## src/rtl/spi_dac_multi.sv

```systemverilog
// spi_dac_multi: multi-channel SPI driver for AD5541A-class DACs (write-only, MSB first, SCLK idles high).
// Samples arrive per channel over a valid/ready stream into shadow registers. Every sample tick
// snapshots all shadows and shifts one frame per channel, each under its own chip select.
// Optional feature macro: SPI_DAC_LDAC_EN -- when defined, a shared LDAC pulse follows the last
// channel so all DACs update together; when undefined, ldac_n is tied low and each DAC updates on
// its own cs_n rise.
//
// Stream handshake: a sample is taken in every cycle where s_axis_valid && s_axis_ready.
// s_axis_ready is high whenever the block is out of reset. Channel numbers >= NUM_CH are
// accepted and discarded.
module spi_dac_multi #(
    parameter int DATA_W          = 16,
    parameter int NUM_CH          = 1,
    parameter int MCLK_PER_SAMPLE = 200,
    parameter int SCLK_DIV        = 8,
    parameter int LDAC_CYCLES     = 2
) (
    input  logic                mclk,
    input  logic                rst_n,
    input  logic                en,
    input  logic                s_axis_valid,
    output logic                s_axis_ready,
    input  logic [DATA_W-1:0]   s_axis_data,
    input  logic [((NUM_CH > 1) ? $clog2(NUM_CH) : 1)-1:0] s_axis_chan,
    output logic [NUM_CH-1:0]   cs_n,
    output logic                sclk,
    output logic                mosi,
    output logic                ldac_n,
    output logic                busy,
    output logic                underrun,
    output logic                overrun,
    output logic [2:0]          dbg_state
);

    localparam int CH_W  = (NUM_CH > 1) ? $clog2(NUM_CH) : 1;
    localparam int CNT_W = (MCLK_PER_SAMPLE > 1) ? $clog2(MCLK_PER_SAMPLE) : 1;
    localparam int DIV_W = (SCLK_DIV > 1) ? $clog2(SCLK_DIV) : 1;
    localparam int BIT_W = (DATA_W > 1) ? $clog2(DATA_W) : 1;

    typedef enum logic [2:0] {
        S_IDLE  = 3'd0,
        S_LOAD  = 3'd1,
        S_SETUP = 3'd2,
        S_SHIFT = 3'd3,
        S_HOLD  = 3'd4,
        S_GAP   = 3'd5,
        S_LDAC  = 3'd6
    } state_t;

    state_t                     r_state;
    logic [CNT_W-1:0]           r_cnt;
    logic [NUM_CH*DATA_W-1:0]   r_shadow;
    logic [NUM_CH-1:0]          r_fresh;
    logic [NUM_CH*DATA_W-1:0]   r_tx;
    logic [DATA_W-1:0]          r_sh;
    logic [CH_W-1:0]            r_ch;
    logic [DIV_W-1:0]           r_div;
    logic [BIT_W-1:0]           r_bit;
    logic [NUM_CH-1:0]          r_cs_n;
    logic                       r_sclk;
    logic                       r_mosi;
    logic                       r_busy;
    logic                       r_underrun;
    logic                       r_overrun;

    logic                       w_tick;
    logic [NUM_CH-1:0]          w_wr;
    logic [CH_W-1:0]            w_ch_nxt;
    logic [NUM_CH-1:0]          w_cs_sel;
    logic [DATA_W-1:0]          w_word;

    assign w_tick   = en && (r_cnt == CNT_W'(MCLK_PER_SAMPLE - 1));
    assign w_ch_nxt = (r_state == S_LOAD) ? '0 : r_ch + 1'b1;
    assign w_word   = r_tx[int'(r_ch)*DATA_W +: DATA_W];

    // Decode the write-enable per channel and the chip select of the next frame.
    always_comb begin
        w_wr     = '0;
        w_cs_sel = '0;
        for (int i = 0; i < NUM_CH; i++) begin
            w_wr[i]     = s_axis_valid && (s_axis_chan == CH_W'(i));
            w_cs_sel[i] = (w_ch_nxt == CH_W'(i));
        end
    end

    // Sample tick counter; held at zero while disabled.
    always_ff @(posedge mclk or negedge rst_n) begin
        if (!rst_n)       r_cnt <= '0;
        else if (!en)     r_cnt <= '0;
        else if (w_tick)  r_cnt <= '0;
        else              r_cnt <= r_cnt + 1'b1;
    end

    // Shadow registers and fresh flags; LOAD clears the flags but a same-cycle write still lands.
    always_ff @(posedge mclk or negedge rst_n) begin
        if (!rst_n) begin
            r_shadow <= '0;
            r_fresh  <= '0;
        end else begin
            for (int i = 0; i < NUM_CH; i++) begin
                if (w_wr[i]) r_shadow[i*DATA_W +: DATA_W] <= s_axis_data;
            end
            if (r_state == S_LOAD) r_fresh <= w_wr;
            else                   r_fresh <= r_fresh | w_wr;
        end
    end

`ifdef SPI_DAC_LDAC_EN
    localparam int LD_W = (LDAC_CYCLES > 1) ? $clog2(LDAC_CYCLES) : 1;
    logic [LD_W-1:0] r_ld_cnt;
    logic            r_ldac_n;
`endif

    // Frame sequencer: snapshot, then per channel CS setup, DATA_W SCLK periods, CS hold, CS gap.
    always_ff @(posedge mclk or negedge rst_n) begin
        if (!rst_n) begin
            r_state    <= S_IDLE;
            r_tx       <= '0;
            r_sh       <= '0;
            r_ch       <= '0;
            r_div      <= '0;
            r_bit      <= '0;
            r_cs_n     <= '1;
            r_sclk     <= 1'b1;
            r_mosi     <= 1'b0;
            r_busy     <= 1'b0;
            r_underrun <= 1'b0;
            r_overrun  <= 1'b0;
`ifdef SPI_DAC_LDAC_EN
            r_ld_cnt   <= '0;
            r_ldac_n   <= 1'b1;
`endif
        end else begin
            r_underrun <= 1'b0;
            r_overrun  <= w_tick && (r_state != S_IDLE);
            case (r_state)
                S_IDLE: begin
                    if (w_tick) begin
                        r_state    <= S_LOAD;
                        r_busy     <= 1'b1;
                        r_underrun <= ~&(r_fresh | w_wr);
                    end
                end
                S_LOAD: begin
                    r_tx    <= r_shadow;
                    r_ch    <= w_ch_nxt;
                    r_cs_n  <= ~w_cs_sel;
                    r_state <= S_SETUP;
                end
                S_SETUP: begin
                    r_state <= S_SHIFT;
                    r_sclk  <= 1'b0;
                    r_mosi  <= w_word[DATA_W-1];
                    r_sh    <= w_word << 1;
                    r_div   <= '0;
                    r_bit   <= '0;
                end
                S_SHIFT: begin
                    r_div <= r_div + 1'b1;
                    if (r_div == DIV_W'(SCLK_DIV/2 - 1)) r_sclk <= 1'b1;
                    if (r_div == DIV_W'(SCLK_DIV - 1)) begin
                        r_div <= '0;
                        if (r_bit == BIT_W'(DATA_W - 1)) begin
                            r_state <= S_HOLD;
                        end else begin
                            r_bit  <= r_bit + 1'b1;
                            r_sclk <= 1'b0;
                            r_mosi <= r_sh[DATA_W-1];
                            r_sh   <= r_sh << 1;
                        end
                    end
                end
                S_HOLD: begin
                    r_state <= S_GAP;
                    r_cs_n  <= '1;
                    r_mosi  <= 1'b0;
                end
                S_GAP: begin
                    if (r_ch != CH_W'(NUM_CH - 1)) begin
                        r_ch    <= w_ch_nxt;
                        r_cs_n  <= ~w_cs_sel;
                        r_state <= S_SETUP;
                    end else begin
`ifdef SPI_DAC_LDAC_EN
                        r_state  <= S_LDAC;
                        r_ldac_n <= 1'b0;
                        r_ld_cnt <= '0;
`else
                        r_state  <= S_IDLE;
                        r_busy   <= 1'b0;
`endif
                    end
                end
`ifdef SPI_DAC_LDAC_EN
                S_LDAC: begin
                    if (r_ld_cnt == LD_W'(LDAC_CYCLES - 1)) begin
                        r_ldac_n <= 1'b1;
                        r_state  <= S_IDLE;
                        r_busy   <= 1'b0;
                    end else begin
                        r_ld_cnt <= r_ld_cnt + 1'b1;
                    end
                end
`endif
                default: begin
                    r_state <= S_IDLE;
                    r_busy  <= 1'b0;
                end
            endcase
        end
    end

`ifdef SPI_DAC_LDAC_EN
    assign ldac_n = r_ldac_n;
`else
    assign ldac_n = 1'b0;
`endif

    assign s_axis_ready = rst_n;
    assign cs_n         = r_cs_n;
    assign sclk         = r_sclk;
    assign mosi         = r_mosi;
    assign busy         = r_busy;
    assign underrun     = r_underrun;
    assign overrun      = r_overrun;
    assign dbg_state    = r_state;

endmodule

```

## config.mk

```make
export PLATFORM = sky130hd
export DESIGN_NAME = spi_dac_multi
export DESIGN_NICKNAME = d
export VERILOG_FILES = /design/src/rtl/spi_dac_multi.sv
export SDC_FILE = /design/constraint.sdc
export NUM_CORES = 1
export LEC_CHECK = 0
export ABC_AREA = 1
export CAP_MARGIN = 20
export CORE_UTILIZATION = 25
export CTS_CLUSTER_DIAMETER = 150
export DETAILED_ROUTE_END_ITERATION = 8
export PLACE_DENSITY = 0.53
export SKIP_LAST_GASP = 1
export SYNTH_ARGS = -nofsm -noshare
export SYNTH_HDL_FRONTEND = slang
export SYNTH_SLANG_ARGS = --single-unit
```

## constraint.sdc

```tcl
create_clock -name mclk -period 2.1 [get_ports mclk]
set_input_delay 0.315 -clock mclk [delete_from_list [all_inputs] [get_ports mclk]]
set_output_delay 0.315 -clock mclk [all_outputs]
set_load 0.02 [all_outputs]
```

==> flow_summary_export.csv, run 1 <==
group,metric,value,unit
power,power_leakage,0.00196,uW
clock_network,hold_buffers,0,
synth,ys_warn_count,0,
sta,fin_setup_tns,0,ns
synth,yosysUniqueCellTypes,35,
critical_path,worstSetupPathDepth,1,
synth,syn_area_per_cell,8.60,um^2
clock_network,cts-resized-gates,0,
sta,rsz0062_at_grt,"no",
clock_network,clkLatencyLatePin,0.33,ns
critical_path,worstSetupStartpointType,"flop",
finish,areaGrowthSynthToFinish,23.1,%
routing,via_per_inst,4.19,
sta,slew_headroom,39.0,%
clock_network,cts_tree,"built",
synth,synth_top_area_share,54.8,%
critical_path,worst_r2r_path_depth,8,
synth,async_reset_ff_share,100,%
synth,netlist_area,3240,um^2
die,fp.dieW,116,um
flow_run,drv_cap,0,
clock_network,cts_htree_levels,3,
routing,first_iter_violations,142,
sta,skew,0.00799,ns
global_routing,grt_pass1_vias,2284,
routing,wl_per_cell,10.6,um
critical_path,cp.buffers_inverters,1,
sta,fin_crit_sh,89.5,%
synth,syn_nets,404,
sta,layout_setup_ws,0.220,ns
synth,synth-edff-count,0,
global_routing,grt_pass1_wl,10600,um
critical_path,crit_family,"buffers and inverters",
sta,final_max_slew_viol_count,0,
sta,finalCriticalPeriod,1.88,ns
clock_network,cts_sinks,73,
sta,setup_viol,0,
power,peakVddDrop,0.000397,V
die,rows,41,
finish,layout-drive-gt1-share,7.99,%
global_routing,grt-ovfl-total,0,
die,start_util,25.7,%
clock_network,numCtsBuffers,9,
clock_network,clockRootBuffer,"clkbuf_16",
placed_design,port_buffers,30,
sta,final-hold-violation-count,0,
synth,synthTopCellsByArea,"dfrtp_1 55%, nand2_1 18%, o21ai_0 5.2%",
routing,finalWirelength,6180,um
synth,synth_top_cell_by_area,"dfrtp_1",
critical_path,required,1.78,ns
die,io-pin-count,32,
critical_path,cp-end-kind,"output port",
critical_path,crit_fanout,9,
critical_path,slowest_stage,"clkdlybuf4s50_1",
synth,synthCells,377,
global_routing,grt_max_degree,74,
critical_path,crit_type,"flop to output port",
sta,fmax,0.532,GHz
critical_path,path_cells,"clkdlybuf4s50_1",
routing,drc,0,
die,fp.coreArea,12600,um^2
placed_design,place_hpwl,4140,um
synth,ys.flop_type,"dfrtp_1",
outcome,status,"completed",
power,power_density,813,nW/um^2
placed_design,globalplace.congestion,0.739,
routing,postRouteAntennaNets,0,
global_routing,antenna_found_initial,0,
synth,synth-seq-cells,73,
synth,ys_seq_area_share,56.4,%
die,die_area,13400,um^2
global_routing,gr-usage-all-layers,10.4,%
finish,final_cell_mix,"157 x nand2_1, 71 x dfrtp_1, 34 x o21ai_0",
routing,vias,2450,
sta,worst_pin_slew,0.915,ns
critical_path,worstPathArrival,1.57,ns
finish,layout.nets,435,
critical_path,max_stage_delay,0.68,ns
clock_network,cts_buffer_depth,2,
routing,detail_route.first_pass.iterations,4,
die,die_y,116,um
clock_network,cts_setup_buffers,0,
finish,antenna_cells,0,
finish,layout_commonest_cell,"nand2_1",
placed_design,pre_cts_ws,0.457,ns
clock_network,clk_pin_slew,0.05,ns
hold_path,min_path_type,"input pin to asynchronous set/reset pin",
==> per-layer routing <==
layer	track usage (%)	wire (um)
met1	13.0	2930
met3	3.29	317
met4	5.56	120
met2	15.9	2810
met5	0	0
==> Yosys cell counts, drive strengths merged (2+ instances only) <==
cell type / n
nand2: 157
dfrtp: 71
o21ai: 39
inv: 33
nor2: 17
nand3: 16
buf: 12
a21oi: 6
ha: 6
clkbuf: 3
dfstp: 2
nand4: 2
nor3: 2
==> area by class of cell <==
| class | instances | area (um^2) |
|---|---|---|
| flip-flops and latches | 73 | 1830 |
| repair buffers | 35 | 333 |
| clock inverters | 2 | 35.0 |
| clock buffers | 14 | 274 |
| inverters | 34 | 133 |
| fillers | 1347 | 8630 |
| well taps | 172 | 215 |
| multi-input cells | 255 | 1170 |
==> sequential cells by signal, summed over array words and instances (netlist names) <==
name	flops
r_div	3
r_tx	16
r_fresh	1
r_sh	15
sclk	1
cs_n	1
dbg_state	3
overrun	1
underrun	1
busy	1
r_ch	1
mosi	1
r_bit	4
r_shadow	16
r_cnt	8
==> report_power, final <==
group | internal (uW) | switching [uW] | total, uW
sequential | 1480 | 29.8 | 1510
combinational | 73.2 | 97.4 | 171
clock | 1020 | 550 | 1570
==> cells by family after synthesis <==
kind of cell               Yosys count  synth area share [%]
and+or+nand+nor                    198                  24.7
DFF                                 73                  56.4
buffers and inverters               49                  7.48
AOI/OAI and AO/OA                   48                  8.33
adders and majority gates            6                  2.31
other                                1                 0.116
xor gates and xnor gates             1                 0.270
muxes                                1                 0.347
==> through the flow <==
stage,utilization [%],area [um^2],power (uW),hold slack [ns],cells
2_1_floorplan,-,3240,1610,0.0194,377
3_3_place_gp,29.2,3680,1710,0.423,569
3_5_place_dp,29.2,3680,1710,0.431,569
4_1_cts,31.6,3990,3300,0.355,585
5_1_grt,31.6,3990,3400,0.403,585
6_report,31.6,3990,3250,0.281,585
==> final timing paths <==
kind	endpoint	from	slack, ns
setup / recovery	dbg_state[0]	dbg_state[0]	0.22
setup reg to reg	r_sh[1]	r_div[0]	0.44
min in group mclk	underrun	r_fresh	0.43
max in group asynchronous	r_cnt[1]	rst_n	1.23
hold / removal	r_tx[11]	rst_n	0.28
hold reg to reg	underrun	r_fresh	0.43
Note: power is estimated with default switching activity, not from simulation.
==> run 2, diff against run 1 <==
--- a/config.mk
+++ b/config.mk
@@ -10,7 +10,7 @@
 export CORE_UTILIZATION = 25
 export CTS_CLUSTER_DIAMETER = 150
 export DETAILED_ROUTE_END_ITERATION = 8
-export PLACE_DENSITY = 0.53
+export HOLD_SLACK_MARGIN = 0.02
 export SKIP_LAST_GASP = 1
 export SYNTH_ARGS = -nofsm -noshare
 export SYNTH_HDL_FRONTEND = slang
==> constraint.sdc (replaced) <==
create_clock -name mclk -period 1.8 [get_ports mclk]
set_input_delay 0.27 -clock mclk [delete_from_list [all_inputs] [get_ports mclk]]
set_output_delay 0.27 -clock mclk [all_outputs]
set_load 0.02 [all_outputs]
==> run 2 against run 1 <==
Non-clock buffer count grew 1. Total power grew 14%. Core utilization grew 0.099 points. Sequential power grew 17%. Sequential share of layout area shrank 0.11 points. Worst hold slack lost 0.066 ns. Sequential cell count is the same. Worst setup slack lost 0.14 ns. Critical path type unchanged.
==> flow_summary_export.csv, run 2 (same netlist as run 1, synthesis figures left out) <==
group,metric,value,unit
critical_path,worst_r2r_path_depth,8,
global_routing,grt_max_degree,74,
outcome,status,"completed",
critical_path,crit_fanout,2,
finish,areaGrowthSynthToFinish,23.5,%
die,die_y,116,um
die,fp.coreArea,12600,um^2
finish,layout_commonest_cell,"nand2_1",
global_routing,antenna_found_initial,0,
routing,vias,2374,
clock_network,cts_buffer_depth,2,
clock_network,clkLatencyLatePin,0.32,ns
placed_design,place_hpwl,4020,um
sta,finalCriticalPeriod,1.72,ns
power,power_leakage,0.00196,uW
die,rows,41,
die,die_area,13400,um^2
routing,via_per_inst,4.06,
routing,postRouteAntennaNets,0,
routing,detail_route.first_pass.iterations,4,
clock_network,cts_htree_levels,3,
global_routing,grt_pass1_wl,10300,um
die,fp.dieW,116,um
critical_path,path_cells,"clkdlybuf4s50_1",
global_routing,grt_pass1_vias,2307,
finish,final_cell_mix,"157 x nand2_1, 70 x dfrtp_1, 34 x o21ai_0",
placed_design,port_buffers,30,
global_routing,grt-ovfl-total,0,
clock_network,clockRootBuffer,"clkbuf_16",
critical_path,r2r_start,"r_div[0]",
critical_path,worstSetupStartpointType,"flop",
critical_path,required,1.53,ns
critical_path,cp-end-kind,"output port",
finish,layout-drive-gt1-share,8.47,%
critical_path,rrSetupSlack,0.18,ns
sta,final-hold-violation-count,0,
sta,skew,0.00640,ns
placed_design,place_area,3700,um^2
sta,slew_headroom,39.5,%
die,start_util,25.7,%
sta,worst_pin_slew,0.907,ns
placed_design,globalplace.congestion,0.765,
finish,layout.nets,436,
critical_path,worstPathArrival,1.45,ns
flow_run,drv_cap,0,
critical_path,crit_family,"buffers and inverters",
clock_network,cts_setup_buffers,0,
sta,fmax,0.580,GHz
routing,drc,0,
power,power_density,927,nW/um^2
sta,fin_crit_sh,95.8,%
clock_network,clk_pin_slew,0.06,ns
routing,wl_per_cell,10.0,um
routing,first_iter_violations,134,
hold_path,min_path_type,"input pin to asynchronous set/reset pin",
clock_network,cts_tree,"built",
critical_path,crit_type,"flop to output port",
critical_path,slowest_stage,"clkdlybuf4s50_1",
finish,final_area,4010,um^2
sta,rsz0062_at_grt,"no",
sta,setup_viol,0,
power,peakVddDrop,0.000461,V
global_routing,gr-usage-all-layers,9.89,%
finish,antenna_cells,0,
clock_network,cts_sinks,73,
die,io-pin-count,32,
clock_network,numCtsBuffers,9,
critical_path,cp.buffers_inverters,1,
routing,finalWirelength,5870,um
sta,final_max_slew_viol_count,0,
finish,top_regs,"r_shadow: 16 flops, r_tx: 16 flops, r_sh: 15 flops",
sta,fin_setup_tns,0,ns
critical_path,max_stage_delay,0.60,ns
critical_path,worstReg2RegEnd,"r_sh[7]",
[run 2: cell types whose count changed in the layout (fill, tap and decap cells not counted)]
cell,delta
buf_12,+1
clkbuf_8,-1
clkinv_2,+1
dfrtp_1,-1
dfrtp_2,+1
buf_4,-1
clkbuf_1,-1
buf_6,+1
[run 2: worst max path at each step]
stage                 startpoint            to  slack [ns]  cells past startpoint
CTS                 dbg_state[1]  dbg_state[1]       0.006                      1
floorplan           dbg_state[0]      r_sh[10]        0.31                      7
global route        dbg_state[2]      r_sh[15]        0.02                      8
finish                      sclk          sclk        0.08                      1
global placement        r_div[0]       r_sh[7]        0.23                      8
detailed placement      r_div[0]       r_sh[6]        0.16                      8
[run 2: through the flow]
step / power, uW / util [%] / hold slack (ns) / instances / setup slack [ns]
3_3_place_gp: 1990 / 29.3 / 0.435 / 570 / 0.227
3_5_place_dp: 1990 / 29.3 / 0.449 / 570 / 0.156
6_report: 3710 / 31.7 / 0.215 / 585 / 0.0757
4_1_cts: 3770 / 31.7 / 0.253 / 585 / 0.00604
2_1_floorplan: 1880 / - / -0.0256 / 377 / 0.312
5_1_grt: 3870 / 31.7 / 0.305 / 585 / 0.0178
[run 2: per-layer routing]
| metal | wire length (um) | global-route usage (%) | part of all wire, % |
|---|---|---|---|
| met1 | 2870 | 12.1 | 49 |
| met2 | 2740 | 16.1 | 47 |
| met3 | 166 | 3.03 | 2.8 |
| met4 | 93 | 4.36 | 1.6 |
| met5 | 0 | 0 | 0 |
[run 2: final cells by class]
| cell class | count | area [um^2] |
|---|---|---|
| repair buffers | 36 | 357 |
| inverters | 34 | 133 |
| well taps | 172 | 215 |
| multi-input cells | 255 | 1170 |
| fillers | 1334 | 8610 |
| flip-flops and latches | 73 | 1830 |
| clock inverters | 3 | 40.0 |
| clock buffers | 12 | 256 |
[run 2: timing repair]
item,4_1_cts,5_1_grt
resized for setup,0,2
endpoints found under the hold margin,0,0
hold buffers,0,0
setup endpoints to repair,0,2
[run 2: power breakdown]
| part | internal, uW | leakage (uW) | switching (uW) |
|---|---|---|---|
| sequential | 1730 | 0.000846 | 32.6 |
| combinational | 88.5 | 0.000966 | 114 |
| clock | 1140 | 0.000148 | 618 |
| total | 2950 | 0.00196 | 764 |
==> run 3, diff against run 2 <==
--- a/config.mk
+++ b/config.mk
@@ -12,6 +12,7 @@
 export DETAILED_ROUTE_END_ITERATION = 8
 export HOLD_SLACK_MARGIN = 0.02
 export SKIP_LAST_GASP = 1
+export SLEW_MARGIN = 20
 export SYNTH_ARGS = -nofsm -noshare
 export SYNTH_HDL_FRONTEND = slang
 export SYNTH_SLANG_ARGS = --single-unit
==> results of run 3 <==
Final layout, timing and power as in run 2 (identical DEF).
